File: src/rtl/medikit_pkg.sv
// Shared definitions for the medication kit controller and its LED display stage:
// state codes, parameter defaults and small saturating arithmetic helpers.
package medikit_pkg;

  typedef enum logic [3:0] {
    ST_IDLE      = 4'd0,
    ST_ARMED     = 4'd1,
    ST_PREWARN   = 4'd2,
    ST_SNOOZE    = 4'd3,
    ST_TAKEN     = 4'd4,
    ST_RING      = 4'd6,
    ST_RING_LAST = 4'd7,
    ST_MISSED    = 4'd8
  } state_e;

  localparam int DEF_CLK_DIV    = 50000000;
  localparam int DEF_INTERVAL_S = 28800;
  localparam int DEF_PREWARN_S  = 60;
  localparam int DEF_SNOOZE_S   = 300;
  localparam int DEF_RING_S     = 60;
  localparam int DEF_MAX_SNOOZE = 3;
  localparam int DEF_TAKEN_S    = 2;

  function automatic logic [7:0] sat_inc8(input logic [7:0] v);
    return (v == 8'hFF) ? v : v + 8'd1;
  endfunction

  function automatic logic [15:0] dec_sat16(input logic [15:0] v);
    return (v == 16'd0) ? v : v - 16'd1;
  endfunction

endpackage

File: src/rtl/medikit_if.sv
// Button inputs and status outputs of the medication kit controller.
interface medikit_if;
  logic        btn_set;
  logic        btn_ack;
  logic        btn_snooze;
  logic        lid_open;
  logic [3:0]  sta;
  logic [15:0] remain;
  logic [7:0]  dose_cnt;
  logic [7:0]  miss_cnt;
  logic        buzzer;

  modport master (
    output btn_set, btn_ack, btn_snooze, lid_open,
    input  sta, remain, dose_cnt, miss_cnt, buzzer
  );

  modport slave (
    input  btn_set, btn_ack, btn_snooze, lid_open,
    output sta, remain, dose_cnt, miss_cnt, buzzer
  );
endinterface

File: src/rtl/medikit_tick_gen.sv
// Free-running divider producing a one-cycle pulse every CLK_DIV clocks.
module tick_gen #(
  parameter int CLK_DIV = 50000000
) (
  input  logic clk,
  input  logic rst_n,
  output logic tick
);
  localparam int CW = (CLK_DIV > 1) ? $clog2(CLK_DIV) : 1;
  localparam logic [CW-1:0] LAST = CW'(CLK_DIV - 1);

  logic [CW-1:0] cnt_q, cnt_d;

  always_comb begin
    cnt_d = (cnt_q == LAST) ? '0 : cnt_q + 1'b1;
  end

  always_ff @(posedge clk or negedge rst_n) begin
    if (!rst_n) cnt_q <= '0;
    else        cnt_q <= cnt_d;
  end

  assign tick = (cnt_q == LAST);
endmodule

File: src/rtl/medikit_ctrl.sv
// Dose reminder controller: countdown to each dose, pre-warning, ringing with
// limited snoozes, confirmation and miss accounting.
module medikit_ctrl
  import medikit_pkg::*;
#(
  parameter int CLK_DIV    = DEF_CLK_DIV,
  parameter int INTERVAL_S = DEF_INTERVAL_S,
  parameter int PREWARN_S  = DEF_PREWARN_S,
  parameter int SNOOZE_S   = DEF_SNOOZE_S,
  parameter int RING_S     = DEF_RING_S,
  parameter int MAX_SNOOZE = DEF_MAX_SNOOZE,
  parameter int TAKEN_S    = DEF_TAKEN_S
) (
  input logic       clk,
  input logic       rst_n,
  medikit_if.slave  kit
);
  localparam logic [15:0] REM_INTERVAL = 16'(INTERVAL_S);
  localparam logic [15:0] REM_PREWARN  = 16'(PREWARN_S);
  localparam logic [15:0] REM_SNOOZE   = 16'(SNOOZE_S);
  localparam logic [15:0] REM_RING     = 16'(RING_S);
  localparam logic [15:0] REM_TAKEN    = 16'(TAKEN_S);
  localparam logic [7:0]  SNZ_LIMIT    = 8'(MAX_SNOOZE);

  state_e      state_q, state_d;
  logic [15:0] remain_q, remain_d;
  logic [7:0]  dose_q, dose_d;
  logic [7:0]  miss_q, miss_d;
  logic [7:0]  snz_q, snz_d;
  logic        buzzer_q, buzzer_d;
  logic [3:0]  hist_q;
  logic [3:0]  in_vec;
  logic [3:0]  rise;
  logic        tick;
  logic        set_ev, ack_ev, snz_ev, alerting;

  tick_gen #(.CLK_DIV(CLK_DIV)) u_tick (
    .clk   (clk),
    .rst_n (rst_n),
    .tick  (tick)
  );

  assign in_vec = {kit.lid_open, kit.btn_snooze, kit.btn_ack, kit.btn_set};

  genvar gi;
  generate
    for (gi = 0; gi < 4; gi++) begin : g_edge
      assign rise[gi] = in_vec[gi] & ~hist_q[gi];
    end
  endgenerate

  assign set_ev   = rise[0];
  assign ack_ev   = rise[1] | rise[3];
  assign snz_ev   = rise[2];
  assign alerting = state_q inside {ST_PREWARN, ST_SNOOZE, ST_RING, ST_RING_LAST};

  always_comb begin
    state_d  = state_q;
    remain_d = remain_q;
    dose_d   = dose_q;
    miss_d   = miss_q;
    snz_d    = snz_q;
    // Only the highest-priority event that the current state honours takes effect.
    if (state_q == ST_IDLE) begin
      if (set_ev) begin
        state_d  = ST_ARMED;
        remain_d = REM_INTERVAL;
        snz_d    = '0;
      end
    end else if (set_ev) begin
      state_d  = ST_IDLE;
      remain_d = '0;
    end else if (ack_ev && alerting) begin
      state_d  = ST_TAKEN;
      remain_d = REM_TAKEN;
      dose_d   = sat_inc8(dose_q);
    end else if (ack_ev && state_q == ST_MISSED) begin
      state_d  = ST_ARMED;
      remain_d = REM_INTERVAL;
      snz_d    = '0;
    end else if (snz_ev && state_q == ST_RING && snz_q < SNZ_LIMIT) begin
      state_d  = ST_SNOOZE;
      remain_d = REM_SNOOZE;
      snz_d    = snz_q + 8'd1;
    end else if (tick) begin
      remain_d = dec_sat16(remain_q);
      case (state_q)
        ST_ARMED: begin
          if (remain_d == REM_PREWARN) state_d = ST_PREWARN;
        end
        ST_PREWARN, ST_SNOOZE: begin
          if (remain_d == 16'd0) begin
            state_d  = ST_RING;
            remain_d = REM_RING;
          end
        end
        ST_RING: begin
          if (remain_d == 16'd0) begin
            state_d  = ST_RING_LAST;
            remain_d = REM_RING;
          end
        end
        ST_RING_LAST: begin
          if (remain_d == 16'd0) begin
            state_d = ST_MISSED;
            miss_d  = sat_inc8(miss_q);
          end
        end
        ST_TAKEN: begin
          if (remain_d == 16'd0) begin
            state_d  = ST_ARMED;
            remain_d = REM_INTERVAL;
            snz_d    = '0;
          end
        end
        default: remain_d = remain_q;
      endcase
    end
    buzzer_d = (state_d == ST_RING) || (state_d == ST_RING_LAST);
  end

  always_ff @(posedge clk or negedge rst_n) begin
    if (!rst_n) begin
      state_q  <= ST_IDLE;
      remain_q <= '0;
      dose_q   <= '0;
      miss_q   <= '0;
      snz_q    <= '0;
      buzzer_q <= 1'b0;
      hist_q   <= '0;
    end else begin
      state_q  <= state_d;
      remain_q <= remain_d;
      dose_q   <= dose_d;
      miss_q   <= miss_d;
      snz_q    <= snz_d;
      buzzer_q <= buzzer_d;
      hist_q   <= in_vec;
    end
  end

  assign kit.sta      = state_q;
  assign kit.remain   = remain_q;
  assign kit.dose_cnt = dose_q;
  assign kit.miss_cnt = miss_q;
  assign kit.buzzer   = buzzer_q;
endmodule
File: src/flat_wrapper.sv
// flat-port wrapper written by rule: the top's interface ports become plain ports
module medikit_ctrl_flat import medikit_pkg::*;
#(
  parameter int CLK_DIV    = DEF_CLK_DIV,
  parameter int INTERVAL_S = DEF_INTERVAL_S,
  parameter int PREWARN_S  = DEF_PREWARN_S,
  parameter int SNOOZE_S   = DEF_SNOOZE_S,
  parameter int RING_S     = DEF_RING_S,
  parameter int MAX_SNOOZE = DEF_MAX_SNOOZE,
  parameter int TAKEN_S    = DEF_TAKEN_S
)
  (clk, rst_n, kit_btn_set, kit_btn_ack, kit_btn_snooze, kit_lid_open, kit_sta, kit_remain, kit_dose_cnt, kit_miss_cnt, kit_buzzer);
  medikit_if kit_i ();
  input logic clk;
  input logic rst_n;
  input wire logic [$bits(kit_i.btn_set)-1:0] kit_btn_set;
  input wire logic [$bits(kit_i.btn_ack)-1:0] kit_btn_ack;
  input wire logic [$bits(kit_i.btn_snooze)-1:0] kit_btn_snooze;
  input wire logic [$bits(kit_i.lid_open)-1:0] kit_lid_open;
  output wire logic [$bits(kit_i.sta)-1:0] kit_sta;
  output wire logic [$bits(kit_i.remain)-1:0] kit_remain;
  output wire logic [$bits(kit_i.dose_cnt)-1:0] kit_dose_cnt;
  output wire logic [$bits(kit_i.miss_cnt)-1:0] kit_miss_cnt;
  output wire logic [$bits(kit_i.buzzer)-1:0] kit_buzzer;
  assign kit_i.btn_set = kit_btn_set;
  assign kit_i.btn_ack = kit_btn_ack;
  assign kit_i.btn_snooze = kit_btn_snooze;
  assign kit_i.lid_open = kit_lid_open;
  assign kit_sta = kit_i.sta;
  assign kit_remain = kit_i.remain;
  assign kit_dose_cnt = kit_i.dose_cnt;
  assign kit_miss_cnt = kit_i.miss_cnt;
  assign kit_buzzer = kit_i.buzzer;
  medikit_ctrl #(.CLK_DIV(CLK_DIV), .INTERVAL_S(INTERVAL_S), .PREWARN_S(PREWARN_S), .SNOOZE_S(SNOOZE_S), .RING_S(RING_S), .MAX_SNOOZE(MAX_SNOOZE), .TAKEN_S(TAKEN_S)) u_core (.clk(clk), .rst_n(rst_n), .kit(kit_i));
endmodule
File: config.mk
export PLATFORM = sky130hd
export DESIGN_NAME = medikit_ctrl_flat
export DESIGN_NICKNAME = d
export VERILOG_FILES = /design/src/rtl/medikit_pkg.sv /design/src/rtl/medikit_if.sv /design/src/rtl/medikit_tick_gen.sv /design/src/rtl/medikit_ctrl.sv /design/src/flat_wrapper.sv
export SDC_FILE = /design/constraint.sdc
export NUM_CORES = 1
export LEC_CHECK = 0
export ABC_AREA = 1
export CAP_MARGIN = 5
export CORE_AREA = 2 2 104 106
export DETAILED_ROUTE_END_ITERATION = 12
export DIE_AREA = 0 0 106 108
export DONT_BUFFER_PORTS = 1
export GPL_TIMING_DRIVEN = 1
export SLEW_MARGIN = 20
export SYNTH_ARGS = -nofsm -noshare
export SYNTH_HDL_FRONTEND = slang
export SYNTH_SLANG_ARGS = --single-unit
export TNS_END_PERCENT = 5
File: constraint.sdc
create_clock -name clk -period 3.4 [get_ports clk]
set_input_delay 0.34 -clock clk [delete_from_list [all_inputs] [get_ports clk]]
set_output_delay 0.34 -clock clk [all_outputs]
set_load 0.01 [all_outputs]
### Yosys cells after proc, flatten, opt, wreduce, memory -nomap -nowiden

Cells that the tools add are included.

* $add $sub $neg: 5
* equal/unequal tests: 16
* reductions and logical operators: 21
* magnitude comparators: 1
* bitwise logic cells: 16
* multiplexer cells: 34

Operators by type and width (count)
* 2-to-1 mux 16 bit: 10
* 2-to-1 mux 8 bit: 9
* 2-to-1 mux 4 bit: 12
* one-hot mux 16 bit (3 select lines): 1
* zero test 16 bit: 2
* adder 26 x 1 -> 26 bit, second input constant: 1
* equality test 26 bit, second input constant: 1
* 2-to-1 mux 26 bit: 1
* adder 8 x 1 -> 8 bit, second input constant: 3
* equality test 4 x 3 -> 1 bit, second input constant: 5
* one-hot mux 4 bit (5 select lines): 1
* equality test 16 x 6 -> 1 bit, second input constant: 1
* equality test 8 bit, second input constant: 2
* nonzero test 4 bit: 4
* subtractor 16 x 1 -> 16 bit, second input constant: 1
* NOT 1 bit: 11
* AND reduction 9 bit: 1
* equality test 4 x 2 -> 1 bit, second input constant: 2
* < comparator 8 x 2 -> 1 bit, second input constant: 1
* nonzero test 7 bit: 1
* AND reduction 6 bit: 1
* nonzero test 5 bit: 1
* AND 1 bit: 4
* equality test 4 x 1 -> 1 bit, second input constant: 1
* 11 further kinds: 16

* logic and storage cells: 101
* output and inout port bits: 37
* register bits after elaboration: 75

### Longest topological paths before layout

* depth after elaboration: 13
* gate-level depth with buffers: 18
* gate-level depth less buffers: 18

### By module

Synthesis repeated with hierarchy kept, for this count alone.

* cells, all modules: 634
* area total of the unflattened synthesis: 4564.4 um^2

Modules (own cells, without submodules)
* medikit_ctrl: cells each 420, seq. area each 1226.2 um^2, instances 1, area an instance 3044.2 um^2
* tick_gen: cells each 214, seq. area each 650.6 um^2, instances 1, area an instance 1520.2 um^2

### Worst setup path before layout

OpenSTA, ideal clock, no wires.

* path type: register to register
* start: register u_core.remain_q[0] (netlist: u_core.kit.remain[0])
* end: register u_core.miss_q[3] (netlist: u_core.kit.miss_cnt[3])
* slack: 1.167 ns
* library setup time: 0.079 ns
* period minus slack after synthesis: 2.233 ns
* arrival: 2.154 ns
* stages on the path, launching flop included: 15
* cells stage by stage: dfrtp_1 inv_1 ha_1 nand2_4 nor2_4 nand2_4 buf_6 nand2_1 nand2_1 nor2_4 nand3_4 nor2_8 nand2_4 nor2_2 xor2_1

* longest elaborated chain between the ends: 4

RTL lines
* start, declared: line medikit_ctrl.sv:26 `logic [15:0] remain_q, remain_d;`
* start signal, assigned: line medikit_ctrl.sv:133 `remain_q <= remain_d;`
* subtractor 16 x 1 -> 16 bit or zero test 16 bit (tied branches): line medikit_pkg.sv:29 `return (v == 16'd0) ? v : v - 16'd1;`
* 2-to-1 mux 16 bit (*): line medikit_pkg.sv:29
* zero test 16 bit (*): line medikit_ctrl.sv:104 `if (remain_d == 16'd0) begin`
* AND reduction 9 bit (no line) (*)
* end signal, assigned: line medikit_ctrl.sv:135 `miss_q <= miss_d;`
* end, declared: line medikit_ctrl.sv:28 `logic [7:0] miss_q, miss_d;`

Every way passes the cells marked *; elsewhere a longest branch is shown, timed or not.
A chain may end at the register's enable or synchronous reset.

### Worst setup path in the final report

* start: register u_core.state_q[2] (netlist: u_core.kit.sta[2])
* end: register u_core.remain_q[7] (netlist: u_core.kit.remain[7])

* longest elaborated chain between the ends: 9

RTL lines
* start, declared: line medikit_ctrl.sv:25 `state_e state_q, state_d;`
* start signal, assigned: line medikit_ctrl.sv:132 `state_q <= state_d;`
* equality test 4 x 3 -> 1 bit, or another cell as far along: line medikit_ctrl.sv:55, medikit_ctrl.sv:81, medikit_ctrl.sv:87
* OR reduction 3 bit (no line) or OR reduction 2 bit (tied branches)
* one-hot mux 16 bit (3 select lines): line medikit_ctrl.sv:87 `case (state_q)`
* 2-to-1 mux 16 bit: line medikit_ctrl.sv:85 `end else if (tick) begin`
* 2-to-1 mux 16 bit: line medikit_ctrl.sv:81 `end else if (snz_ev && state_q == ST_RING && snz_q < SNZ_LIMIT) begin`
* 2-to-1 mux 16 bit: line medikit_ctrl.sv:77 `end else if (ack_ev && state_q == ST_MISSED) begin`
* 2-to-1 mux 16 bit: line medikit_ctrl.sv:73 `end else if (ack_ev && alerting) begin`
* 2-to-1 mux 16 bit: line medikit_ctrl.sv:70 `end else if (set_ev) begin`
* 2-to-1 mux 16 bit: line medikit_ctrl.sv:64 `if (state_q == ST_IDLE) begin`

Several ways; a longest one is shown, not always the timed one. The select of a mux whose other input is x is not followed.

==> key figures <==
Status
  • Run status: finished clean

Critical path
  • Critical path launch point type: flop
  • Start point of the critical path: u_core.kit.sta[2]
  • Critical Path RT: 3680 ps
  • Arrival time at the worst endpoint: a little over 3000 ps
  • RR Startpoint: u_core.kit.sta[2]
  • Crit Path Max Fanout: 13
  • Endpoint class of the critical path: flop
  • Classification of the worst setup path: reg2reg

Power and ir drop
  • Sw frac: between 30% and 40%
  • Cell Int Power: around 1.5 mW
  • Clock share of power: between 20% and 30%
  • Leakage dissipation: approximately 2.5 nW
  • Max VDD drop: 0.0002461 V
  • Sequential Power Share: between 40% and 50%
  • Net switching component of the power: approximately 0.86 mW
  • Combinational cell fraction of total power: 27.7%
  • Power Dens Cells: roughly 480 mW/mm²

STA
  • Unrepaired setup endpoints after global routing: false
  • Final count of hold timing violations: 0
  • Worst hold slack: 253.2 ps
  • Maximum clock skew at final layout: 12.80 ps
  • Worst slew pin tran: just over 500 ps
  • Relative slew slack: 65.85%
  • Total negative setup slack: 0 ps
  • Fmax: roughly 360 MHz
  • Final critical delay including setup and external delays: about 2800 ps
  • Number of pins with negative max-slew slack in the final report: 0
  • Final setup violation count: 0
  • Portion of the clock cycle consumed by the worst path in the final layout: 82.11%

Finish
  • Area growth syn-to-layout: 9.237%
  • Total number of nets in the final design: 640
  • Fraction of layout cells with a size suffix above 1: under 10%
  • Leading cell type in the layout, fill and taps excluded: sky130_fd_sc_hd__nand2_1
  • Count of inserted antenna diode cells: 0
  • Most used cells in the layout excluding fill and tap cells: sky130_fd_sc_hd__nand2_1 (157), sky130_fd_sc_hd__inv_1 (94), sky130_fd_sc_hd__nor2_1 (88)

Routing
  • Total routed wirelength: between 9 and 10 mm
  • Remaining routing DRC violations: 0
  • Post-DR wirelength/cell: roughly 13 µm
  • First-pass iteration count of the detailed router: 5
  • Total vias in the final route: slightly below 4000
  • Vias per Instance: around 5
  • Initial drt markers: roughly 230
  • Count of nets left with antenna violations after detail routing: 0

Clock tree
  • Cell at the root of the clock tree: sky130_fd_sc_hd__clkbuf_8
  • Later-pin clock latency in the skew report: 350 ps
  • Max clock buf depth: 2
  • TritonCTS buffer count: 9
  • CTS tree: yes
  • CTS H-tree lvls: 3
  • Clock slew at reported path FFs: roughly 70 ps
  • Total clock sinks: 75
  • Post-CTS setup buffers: 0

Floorplanning
  • Starting utilization of the core area: 44.22%
  • Die Area: 0.01145 mm²
  • IO Count: 43
  • Die Span Y: ~110 µm
  • Die width: around 110 µm
  • Floorplan core area: 0.01023 mm²
  • Standard-cell row count: 37

Logic synthesis
  • Synthesis-stage register bit count: 75
  • Area of the mapped netlist: ~0.0045 mm²
  • Total nets after synthesis: about 630
  • Mean instance size in the synthesized netlist: roughly 7.4 µm²
  • Post-synth cell types: between 40 and 50
  • Number of flops mapped to enable cells by yosys: 0
  • Sequential share of the synthesized area: between 40% and 50%
  • Synthesized instance count: about 620
  • Main flop type after synthesis: sky130_fd_sc_hd__dfrtp_1
  • Yosys Warn Count: 0
  • Async set-reset flop share out of synthesis: between 90% and 100%

Global routing
  • Antenna violations before repair: 0
  • Maximum number of pins on one net before global-route repair: 76
  • Global-route wire length before repair: 17.62 mm
  • Gr ovfl total: 0
  • Total Routing Usage GR: 19.05%
  • Number of global-route vias before repair: 3800

Worst hold path
  • Worst hold path startpoint: kit_btn_set
  • Worst hold path type: in2reg

Placed design
  • Post-DP HPWL: 7.368 mm
  • Final RePlAce weighted congestion: approximately 0.89
  • PortBufs: 0

Flow run
  • # Max-Cap Violations: 0
-- area by class of cell --
| cell class | instances | area [µm²] |
|---|---|---|
| Inverter | 99 | 372.9 |
| Tap cell | 136 | 170.2 |
| Clock buffer | 13 | 158.9 |
| Timing Repair Buffer | 7 | 85.08 |
| Fill cell | 1002 | 5289 |
| Sequential cell | 75 | 1877 |
| Multi-Input combinational cell | 435 | 2243 |
| Clock inverter | 2 | 35.03 |
-- critical path, cell delays in order, from the launching register on --
cell and delay (ps):
sky130_fd_sc_hd__dfrtp_1 440, sky130_fd_sc_hd__inv_1 100, sky130_fd_sc_hd__nor2_1 130, sky130_fd_sc_hd__nand2_1 110
sky130_fd_sc_hd__nor2_2 220, sky130_fd_sc_hd__nand4_2 280, sky130_fd_sc_hd__nand2_2 260, sky130_fd_sc_hd__nor2_1 60
sky130_fd_sc_hd__a21boi_1 130, sky130_fd_sc_hd__nand2_1 300, sky130_fd_sc_hd__a211oi_1 520, sky130_fd_sc_hd__nand2_1 90
sky130_fd_sc_hd__nand2_1 80
-- per-layer routing --
layer / share of wire (%) / global-route usage [%] / vias up / routed length (µm)
met5: 0 / 0 / - / 0
met4: 1.7 / 6.297 / 0 / 170
met3: 5.7 / 4.400 / 14 / 564
met2: 45 / 30.46 / 110 / 4465
met1: 48 / 25.71 / 1760 / 4781
li1: - / - / 1959 / -
-- worst paths after layout --
| check | to | slack, ps | depth (start not counted) |
|---|---|---|---|
| setup / recovery | u_core.kit.remain[7] | 610 | 12 |
| hold / removal | u_core.kit.sta[0] | 250 | 4 |
| setup reg to reg | u_core.kit.remain[7] | 610 | 12 |
| hold reg to reg | u_core.u_tick.cnt_q[0] | 470 | 1 |
| max in group asynchronous | u_core.snz_q[4] | 2540 | 2 |
| min in group asynchronous | u_core.u_tick.cnt_q[11] | 530 | 2 |
-- logic make-up (layout without fill, tap and decap cells) --
kind of cell,Yosys count,after routing,share of synthesized area (%)
AND/OR/NAND/NOR,355,355,36.62
buffers and inverters,105,121,8.932
flip-flops,75,75,41.48
AO/OA/AOI/OAI,51,51,6.776
XOR/XNOR,22,22,4.259
adder cells (fa/ha/maj),7,7,1.936
-- power groups by stage --
stage	Sequential [mW]	Combinational, mW	Clock, mW
floorplan	1.02	0.518	0
global placement	1.04	0.628	0
detailed placement	1.04	0.623	0
CTS	1.02	0.652	0.721
global route	1.03	0.751	0.767
finish	1.02	0.660	0.696
-- state kept, by name (all words and copies together) (netlist names) --
signal and flops:
u_core.kit.sta 4, u_core.kit.remain 16, u_core.hist_q 4, u_core.kit.miss_cnt 8
u_core.kit.buzzer 1, u_core.u_tick.cnt_q 26, u_core.snz_q 8, u_core.kit.dose_cnt 8
-- what timing repair did --
item | 4_1_cts | 5_1_grt
hold endpoints to repair | 75 | 4
setup endpoints to repair | 0 | 0
hold buffers | 2 | 4
resized for setup | 0 | 0
-- Yosys cell counts, types with 2 or more instances --
library cell / n / area (µm²)
sky130_fd_sc_hd__a22oi_1: 2 / 15.01
sky130_fd_sc_hd__nor2_2: 12 / 75.07
sky130_fd_sc_hd__o22ai_1: 7 / 43.79
sky130_fd_sc_hd__xnor2_1: 9 / 78.83
sky130_fd_sc_hd__o21ai_1: 3 / 15.01
sky130_fd_sc_hd__nand3_1: 35 / 175.2
sky130_fd_sc_hd__nand3b_1: 6 / 45.04
sky130_fd_sc_hd__o21a_1: 3 / 22.52
sky130_fd_sc_hd__xor2_1: 13 / 113.9
sky130_fd_sc_hd__nand4_1: 15 / 93.84
sky130_fd_sc_hd__ha_1: 7 / 87.58
sky130_fd_sc_hd__nand2_2: 6 / 37.54
sky130_fd_sc_hd__nor3_1: 13 / 65.06
sky130_fd_sc_hd__dfrtp_1: 75 / 1877
sky130_fd_sc_hd__inv_2: 3 / 11.26
sky130_fd_sc_hd__nand2_1: 157 / 589.3
sky130_fd_sc_hd__a211oi_1: 5 / 37.54
sky130_fd_sc_hd__clkbuf_1: 3 / 11.26
sky130_fd_sc_hd__nor2_1: 88 / 330.3
sky130_fd_sc_hd__nor2_4: 7 / 78.83
sky130_fd_sc_hd__nor4_1: 6 / 37.54
sky130_fd_sc_hd__o21ai_0: 13 / 65.06
sky130_fd_sc_hd__inv_1: 94 / 352.8
sky130_fd_sc_hd__nand2_4: 3 / 33.78
sky130_fd_sc_hd__a21oi_1: 12 / 60.06
sky130_fd_sc_hd__o21ai_2: 2 / 17.52
-- per-stage QoR --
step	util, %	power [mW]	instance area (µm²)	setup slack [ps]	cells
after floorplan	-	1.535	4524	1167	615
after global placement	45.65	1.669	4671	613.1	746
after detailed placement	45.65	1.664	4671	620.5	746
after CTS	47.91	2.396	4902	607.1	763
after global routing	48.31	2.548	4942	238.8	767
final	48.31	2.381	4942	608.4	767
No activity file was read; power rests on OpenSTA's default activity.
